## src/rtl/rv32i_id_stage.sv

```systemverilog
// rv32i_id_stage: RV32I decode stage with register file, immediate generator,
// main/ALU decoder, load-use hazard detection and the ID/EX pipeline register.
// Optional feature: define RF_BYPASS_EN for write-through register file reads.
module rv32i_id_stage #(
    parameter logic [31:0] RESET_PC = 32'h0
) (
    input  logic        clk,
    input  logic        rst_n,
    input  logic        stall_i,
    input  logic        flush_i,
    input  logic [31:0] inst_i,
    input  logic [31:0] pc_i,
    input  logic [31:0] pc4_i,
    input  logic        ex_mem_re_i,
    input  logic [4:0]  ex_rd_i,
    input  logic        wb_we_i,
    input  logic [4:0]  wb_rd_i,
    input  logic [31:0] wb_data_i,
    output logic        load_use_stall_o,
    output logic [31:0] rs1_data_o,
    output logic [31:0] rs2_data_o,
    output logic [31:0] imm_o,
    output logic [4:0]  rs1_o,
    output logic [4:0]  rs2_o,
    output logic [4:0]  rd_o,
    output logic [31:0] pc_o,
    output logic [31:0] pc4_o,
    output logic [3:0]  alu_op_o,
    output logic        a_sel_o,
    output logic        b_sel_o,
    output logic [2:0]  br_type_o,
    output logic        br_en_o,
    output logic        jump_o,
    output logic        mem_re_o,
    output logic        mem_we_o,
    output logic [2:0]  mem_size_o,
    output logic [1:0]  wb_sel_o,
    output logic        reg_we_o,
    output logic        illegal_o
);

    localparam logic [6:0] OP_LUI   = 7'b0110111;
    localparam logic [6:0] OP_AUIPC = 7'b0010111;
    localparam logic [6:0] OP_JAL   = 7'b1101111;
    localparam logic [6:0] OP_JALR  = 7'b1100111;
    localparam logic [6:0] OP_BR    = 7'b1100011;
    localparam logic [6:0] OP_LD    = 7'b0000011;
    localparam logic [6:0] OP_ST    = 7'b0100011;
    localparam logic [6:0] OP_IMM   = 7'b0010011;
    localparam logic [6:0] OP_REG   = 7'b0110011;
    localparam logic [6:0] OP_FENCE = 7'b0001111;
    localparam logic [6:0] OP_SYS   = 7'b1110011;

    localparam logic [3:0] ALU_PASS_B = 4'd10;

    typedef struct packed {
        logic [31:0] rs1_data;
        logic [31:0] rs2_data;
        logic [31:0] imm;
        logic [31:0] pc;
        logic [31:0] pc4;
        logic [4:0]  rs1;
        logic [4:0]  rs2;
        logic [4:0]  rd;
        logic [3:0]  alu_op;
        logic        a_sel;
        logic        b_sel;
        logic [2:0]  br_type;
        logic        br_en;
        logic        jump;
        logic        mem_re;
        logic        mem_we;
        logic [2:0]  mem_size;
        logic [1:0]  wb_sel;
        logic        reg_we;
        logic        illegal;
    } idex_t;

    // A bubble carries no side effects; its PC points at the reset vector.
    localparam idex_t BUBBLE = '{pc: RESET_PC, pc4: RESET_PC + 32'd4, default: '0};

    // funct3 -> ALU op; alt selects SUB over ADD and SRA over SRL.
    function automatic logic [3:0] alu_sel(input logic [2:0] f, input logic alt);
        return f == 3'd0 ? (alt ? 4'd1 : 4'd0) :
               f == 3'd1 ? 4'd2 :
               f == 3'd2 ? 4'd3 :
               f == 3'd3 ? 4'd4 :
               f == 3'd4 ? 4'd5 :
               f == 3'd5 ? (alt ? 4'd7 : 4'd6) :
               f == 3'd6 ? 4'd8 : 4'd9;
    endfunction

    logic [6:0]  opc;
    logic [2:0]  f3;
    logic        alt;
    logic [4:0]  rs1_f, rs2_f, rd_f;
    logic [31:0] imm_i, imm_s, imm_b, imm_u, imm_j;
    logic [31:0] rs1_rd, rs2_rd;
    logic        uses_rs1, uses_rs2, known, nop;
    idex_t       dec, idex_d, idex_q;
    logic [31:0] rf_q [32];
    logic [31:0] rf_d [32];

    assign opc   = inst_i[6:0];
    assign f3    = inst_i[14:12];
    assign alt   = inst_i[30];
    assign rs1_f = inst_i[19:15];
    assign rs2_f = inst_i[24:20];
    assign rd_f  = inst_i[11:7];

    assign imm_i = {{20{inst_i[31]}}, inst_i[31:20]};
    assign imm_s = {{20{inst_i[31]}}, inst_i[31:25], inst_i[11:7]};
    assign imm_b = {{19{inst_i[31]}}, inst_i[31], inst_i[7], inst_i[30:25], inst_i[11:8], 1'b0};
    assign imm_u = {inst_i[31:12], 12'b0};
    assign imm_j = {{11{inst_i[31]}}, inst_i[31], inst_i[19:12], inst_i[20], inst_i[30:21], 1'b0};

`ifdef RF_BYPASS_EN
    assign rs1_rd = rs1_f == 5'd0 ? 32'd0 : (wb_we_i && wb_rd_i == rs1_f) ? wb_data_i : rf_q[rs1_f];
    assign rs2_rd = rs2_f == 5'd0 ? 32'd0 : (wb_we_i && wb_rd_i == rs2_f) ? wb_data_i : rf_q[rs2_f];
`else
    assign rs1_rd = rs1_f == 5'd0 ? 32'd0 : rf_q[rs1_f];
    assign rs2_rd = rs2_f == 5'd0 ? 32'd0 : rf_q[rs2_f];
`endif

    assign load_use_stall_o = ex_mem_re_i && ex_rd_i != 5'd0 &&
                              ((uses_rs1 && ex_rd_i == rs1_f) || (uses_rs2 && ex_rd_i == rs2_f));

    // Main decoder: controls, immediate and operand usage for the fetched word.
    always_comb begin
        dec          = '0;
        dec.rs1_data = rs1_rd;
        dec.rs2_data = rs2_rd;
        dec.pc       = pc_i;
        dec.pc4      = pc4_i;
        dec.rs1      = rs1_f;
        dec.rs2      = rs2_f;
        dec.rd       = rd_f;
        uses_rs1     = 1'b0;
        uses_rs2     = 1'b0;
        known        = 1'b1;
        nop          = 1'b0;
        case (opc)
            OP_REG: begin
                dec.alu_op = alu_sel(f3, alt);
                dec.reg_we = 1'b1;
                uses_rs1   = 1'b1;
                uses_rs2   = 1'b1;
            end
            OP_IMM: begin
                dec.alu_op = alu_sel(f3, alt && f3 == 3'd5);
                dec.b_sel  = 1'b1;
                dec.imm    = (f3 == 3'd1 || f3 == 3'd5) ? {27'd0, rs2_f} : imm_i;
                dec.reg_we = 1'b1;
                uses_rs1   = 1'b1;
            end
            OP_LUI: begin
                dec.alu_op = ALU_PASS_B;
                dec.b_sel  = 1'b1;
                dec.imm    = imm_u;
                dec.reg_we = 1'b1;
            end
            OP_AUIPC: begin
                dec.a_sel  = 1'b1;
                dec.b_sel  = 1'b1;
                dec.imm    = imm_u;
                dec.reg_we = 1'b1;
            end
            OP_JAL: begin
                dec.a_sel  = 1'b1;
                dec.b_sel  = 1'b1;
                dec.imm    = imm_j;
                dec.jump   = 1'b1;
                dec.wb_sel = 2'd2;
                dec.reg_we = 1'b1;
            end
            OP_JALR: begin
                dec.b_sel  = 1'b1;
                dec.imm    = imm_i;
                dec.jump   = 1'b1;
                dec.wb_sel = 2'd2;
                dec.reg_we = 1'b1;
                uses_rs1   = 1'b1;
            end
            OP_BR: begin
                dec.a_sel   = 1'b1;
                dec.b_sel   = 1'b1;
                dec.imm     = imm_b;
                dec.br_en   = 1'b1;
                dec.br_type = f3;
                uses_rs1    = 1'b1;
                uses_rs2    = 1'b1;
            end
            OP_LD: begin
                dec.b_sel    = 1'b1;
                dec.imm      = imm_i;
                dec.mem_re   = 1'b1;
                dec.mem_size = f3;
                dec.wb_sel   = 2'd1;
                dec.reg_we   = 1'b1;
                uses_rs1     = 1'b1;
            end
            OP_ST: begin
                dec.b_sel    = 1'b1;
                dec.imm      = imm_s;
                dec.mem_we   = 1'b1;
                dec.mem_size = f3;
                uses_rs1     = 1'b1;
                uses_rs2     = 1'b1;
            end
            OP_FENCE, OP_SYS: nop = 1'b1;
            default: known = 1'b0;
        endcase
        if (nop || !known) dec = BUBBLE;
        dec.illegal = !known && inst_i != 32'h0;
    end

    // ID/EX next value: flush beats stall, stall holds, load-use inserts a bubble.
    always_comb begin
        idex_d = flush_i ? BUBBLE : stall_i ? idex_q : load_use_stall_o ? BUBBLE : dec;
    end

    // ID/EX pipeline register.
    always_ff @(posedge clk or negedge rst_n) begin
        if (!rst_n) idex_q <= BUBBLE;
        else        idex_q <= idex_d;
    end

    // Register file write port; x0 is never written so it always reads 0.
    always_comb begin
        rf_d = rf_q;
        if (wb_we_i && wb_rd_i != 5'd0) rf_d[wb_rd_i] = wb_data_i;
    end

    // Register file storage, cleared by reset and independent of stall/flush.
    always_ff @(posedge clk or negedge rst_n) begin
        if (!rst_n) begin
            for (int i = 0; i < 32; i++) rf_q[i] <= '0;
        end else begin
            rf_q <= rf_d;
        end
    end

    assign rs1_data_o = idex_q.rs1_data;
    assign rs2_data_o = idex_q.rs2_data;
    assign imm_o      = idex_q.imm;
    assign pc_o       = idex_q.pc;
    assign pc4_o      = idex_q.pc4;
    assign rs1_o      = idex_q.rs1;
    assign rs2_o      = idex_q.rs2;
    assign rd_o       = idex_q.rd;
    assign alu_op_o   = idex_q.alu_op;
    assign a_sel_o    = idex_q.a_sel;
    assign b_sel_o    = idex_q.b_sel;
    assign br_type_o  = idex_q.br_type;
    assign br_en_o    = idex_q.br_en;
    assign jump_o     = idex_q.jump;
    assign mem_re_o   = idex_q.mem_re;
    assign mem_we_o   = idex_q.mem_we;
    assign mem_size_o = idex_q.mem_size;
    assign wb_sel_o   = idex_q.wb_sel;
    assign reg_we_o   = idex_q.reg_we;
    assign illegal_o  = idex_q.illegal;

endmodule

```

## config.mk

```make
export PLATFORM = sky130hd
export DESIGN_NAME = rv32i_id_stage
export DESIGN_NICKNAME = d
export VERILOG_FILES = /design/src/rtl/rv32i_id_stage.sv
export SDC_FILE = /design/constraint.sdc
export NUM_CORES = 2
export LEC_CHECK = 0
export CAP_MARGIN = 15
export CORE_AREA = 3 3 421 423
export DETAILED_ROUTE_END_ITERATION = 6
export DIE_AREA = 0 0 424 426
export HOLD_SLACK_MARGIN = 0.06
export PLACE_DENSITY = 0.5
export SYNTH_ARGS = -nofsm -noshare
export SYNTH_HDL_FRONTEND = slang
export SYNTH_SLANG_ARGS = --single-unit
```

## constraint.sdc

```tcl
create_clock -name clk -period 4.2 [get_ports clk]
set_clock_uncertainty 0.2 [all_clocks]
set_input_delay 1.05 -clock clk [delete_from_list [all_inputs] [get_ports clk]]
set_output_delay 1.05 -clock clk [all_outputs]
set_load 0.02 [all_outputs]
```

== Yosys cells after proc, flatten, opt, wreduce, memory -nomap -nowiden ==
Index checks and enable logic that the tools add are counted.
Word-level totals
  register bits after elaboration: 1219
  output and inout port bits: 196
  word-level logic and storage cells: 156
Cells by class
  magnitude comparators: 4
  equality and inequality tests: 20
  mux-type cells: 48
  bitwise logic cells: 3
  reduce and logical (&&, ||, !) cells: 29
Operators by type and width (number)
  $bwmux 1024: 1
  $mux 195: 4
  $bmux 32 s5: 2
  $mux 32: 8
  $pmux 32 s6: 1
  $demux 32 s5: 1
  $mux 4: 13
  $reduce_bool 32->1: 1
  $eq 7x7->1 const B: 4
  $eq 7x6->1 const B: 3
  $ge 6x6->1 const B: 3
  $not 5->6: 3
  $mux 1: 15
  $eq 7x5->1 const B: 2
  $pmux 4 s3: 1
  $reduce_or 11->1: 1
  $eq 5x5->1: 2
  $logic_not 5->1: 2
  $reduce_bool 5->1: 2
  $reduce_or 2->1: 5
  $eq 3x3->1 const B: 3
  $logic_and 1x1->1: 8
  $reduce_or 8->1: 1
  $eq 7x2->1 const B: 1
  other kinds (13): 17

== Depth between registers and ports, before layout ==
  word-level depth: 14
  mapped depth: 9
  gate-level depth less buffers: 6

== Worst setup path after synthesis ==
OpenSTA, ideal clock, no wires.
  kind: input port to output port
  start: in inst_i[22]
  end: out load_use_stall_o
  arrival time: 2117 ps
  setup slack: 833 ps
  stages on the path: 5
  buffers on the path: 1
  cell sequence: buf_2 > xnor2_1 > nand3_1 > or3_1 > a21oi_4
On the way
  word-level cells in the longest chain between the ends: 4
Ends and longest elaborated chain
  start, declared: line 11  | input logic [31:0] inst_i,
  $eq 5x5->1: line 126  | ((uses_rs1 && ex_rd_i == rs1_f) || (uses_rs2 && ex_rd_i == rs2_f));
  $logic_and 1x1->1: line 126
  $logic_or 1x1->1: line 126
  $logic_and 1x1->1: line 125  | assign load_use_stall_o = ex_mem_re_i && ex_rd_i != 5'd0 &&
  end, declared: line 19  | output logic load_use_stall_o,
No other way between the ends.

== Worst setup path in the final report ==
Same ends and word-level chain as after synthesis.

==> metrics <==
status completed; Clk Latency, worst-skew pair 0.78 ns; Worst R2R End rs2_data_o[15]$_DFFE_PN0P_; Routed Antenna Nets 0; fmax 0.244 GHz; Synth Area per Inst roughly 15 sq um; initial detailed-routing violation count about 3400; Synth warnings 0; Num CTS Buffers ~140; Synth Flop Type dfrtp_1; Crit. Startpoint inst_i[22]; Max-Cap Viols 0; sequential-to-total area share from yosys stat 0.503; fin crit period 4.10 ns; clock slew at reported path FFs 0.05 ns; TritonCTS clock tree done; TNS Setup 0 ns; count of final setup violators 0; IO Port Bufs roughly 340; R2R cell count 5; Filler Cell Count 16000; CP required 2.95 ns; fin. max-slew vios 0; Max VDD drop 0.425 mV; CP max FO 2; PwrDens 461 mW/mm^2; Worst Path Arrival around 2.9 ns; Die X approximately 420 um; commonest non-fill, non-tap cell in the layout dfrtp_1; RSZ-0062 raised after global routing false; worst hold path class reg2reg; largest net degree at the start of global routing 114; critical path class in2out; hold path depth 0; drt wl/cell between 30 and 40 um; routability-driven placement congestion ratio between 0.8 and 0.9; initial antenna violation count 13; clock sinks around 1200; total gr overflow 0; H-tree levels 4; Post-route DRC 0; worst reg-to-reg setup slack 2.08 ns; CTS Root Cell clkbuf_16; first-pass iteration count of the detailed router 5; Crit Reg-Reg Startpoint rf_q[783]$_DFFE_PN0P_; final wirelength approximately 210000 um; slew at the pin with the worst max-slew slack roughly 1.2 ns; EDFF count, synth 0; layout cells sized above 1 0.462; WHS about 0.19 ns; vias per cell between 5 and 6; number of distinct library cells after synthesis 53; die height between 400 and 500 um; Die ar. roughly 0.18 sq mm; Syn Nets between 4000 and 5000; first-pass GRT wire length roughly 310000 um; io pins 340; number of global-route vias before repair a little over 40000; mapped cell area just over 0.06 sq mm; Yosys reg bits 1219; Fin. Hold Viols 0; element type at the critical path end output pin; Area Overhead vs Synth 20.4%; row cnt 153; hold_sp rf_q[1003]$_DFFE_PN0P_; via count just under 40000; gr usage total 0.236; CP startpoint kind input pin; nets 4394; Initial Util 0.349; Hold EP rf_q[1003]$_DFFE_PN0P_; hpwl dp 126000 um; Final Cycle Share 0.976; core area between 0.15 and 0.2 sq mm; Post-Synthesis Cells ~4000; final core occ 0.420; commonest non-fill, non-tap cells in the layout dfrtp_1, mux2_2, mux4_2; post-synthesis async set-or-reset flop share 1.00; clk buf depth 3; Max transition margin 0.216; Pleak 31.0 nW
==> where the power goes <==
group | internal, mW | leakage (nW) | switching (mW)
registers | 13.6 | 15.8 | 1.31
clock network | 7.54 | 2.33 | 5.20
logic | 3.63 | 12.8 | 2.34
total | 24.8 | 31.0 | 8.85
==> worst max-delay path by stage <==
| stage | endpoint |
|---|---|
| 6_report | load_use_stall_o |
| 3_5_place_dp | load_use_stall_o |
| 4_1_cts | load_use_stall_o |
| 2_1_floorplan | load_use_stall_o |
| 3_3_place_gp | load_use_stall_o |
| 5_1_grt | load_use_stall_o |
==> sequential cells by signal (all words and copies together), names as in the netlist, 2 cells and up <==
name / flops
pc4_o: 32
rs1_data_o: 32
rf_q: 1024
pc_o: 32
rs2_o: 5
alu_op_o: 4
rs2_data_o: 32
rs1_o: 5
wb_sel_o: 2
mem_size_o: 3
rd_o: 5
imm_o: 32
br_type_o: 3
==> logic make-up (layout without fill, tap and decap cells) <==
family | Yosys count | in the layout | synth area share
buffers and inverters | 467 | 829 | 0.0323
AOI/OAI and AO/OA | 472 | 472 | 0.0570
DFF | 1219 | 1219 | 0.503
xor gates and xnor gates | 10 | 10 | 0.00145
muxes | 1569 | 1569 | 0.385
other | 0 | 9 | 0
and+or+nand+nor | 255 | 255 | 0.0207
==> Yosys cell counts (all sizes together), types with 15 or more instances <==
cell	instances	area share
dfrtp	1218	0.50
mux2	992	0.18
mux4	512	0.19
clkbuf	284	0.018
buf	178	0.014
o22ai	160	0.017
a22o	149	0.022
nand2	85	0.0053
o21ai	68	0.0056
mux2i	65	0.011
nor2	62	0.0038
nor4	39	0.0040
a221o	32	0.0053
a21oi	19	0.0018
a32o	17	0.0028
a22oi	15	0.0019
==> stage by stage <==
stage / total power, mW / worst slack [ns] / area [sq um] / std cells
6_report: 33.7 / 0.103 / 73000 / 6688
5_1_grt: 35.1 / 0.0131 / 73000 / 6684
4_1_cts: 34.0 / 0.0838 / 72800 / 6674
3_5_place_dp: 21.1 / -0.175 / 68100 / 6425
3_3_place_gp: 20.9 / -0.209 / 68100 / 6425
2_1_floorplan: 19.0 / 0.833 / 60600 / 3992
==> what timing repair did <==
| item | 4_1_cts | 5_1_grt |
|---|---|---|
| setup buffers | 0 | 0 |
| hold buffers | 1 | 0 |
| endpoints found under the setup margin | 1 | 0 |
| gates resized for setup | 1 | 0 |
| hold endpoints to repair | 18 | 0 |
==> critical path: stages <==
cell             delay [ns]
clkdlybuf4s50_1        0.54
xnor2_1                0.13
buf_4                  0.14
nand3_1                0.06
or3_1                  0.41
a21oi_4                0.17
dlygate4sd2_1          0.35
==> cell type report <==
cell class,instances,area (sq um),area share
repair buffers,576,6380,0.0873
clock buffers,201,4100,0.0561
diodes,9,22.5,0.000308
well taps,2325,2910,0.0398
inverters,5,18.8,0.000257
clock inverters,47,638,0.00874
flip-flops and latches,1219,30500,0.418
multi-input cells,2306,28400,0.390
==> layer usage <==
layer	GRT usage	part of all wire	wire (um)	vias up
li1	-	-	-	16100
met1	0.327	0.44	93700	21600
met2	0.380	0.48	101000	1260
met3	0.0381	0.057	12100	330
met4	0.0725	0.029	6150	4
met5	0	0.00016	34	-
Power figures use the tool's default switching activity.
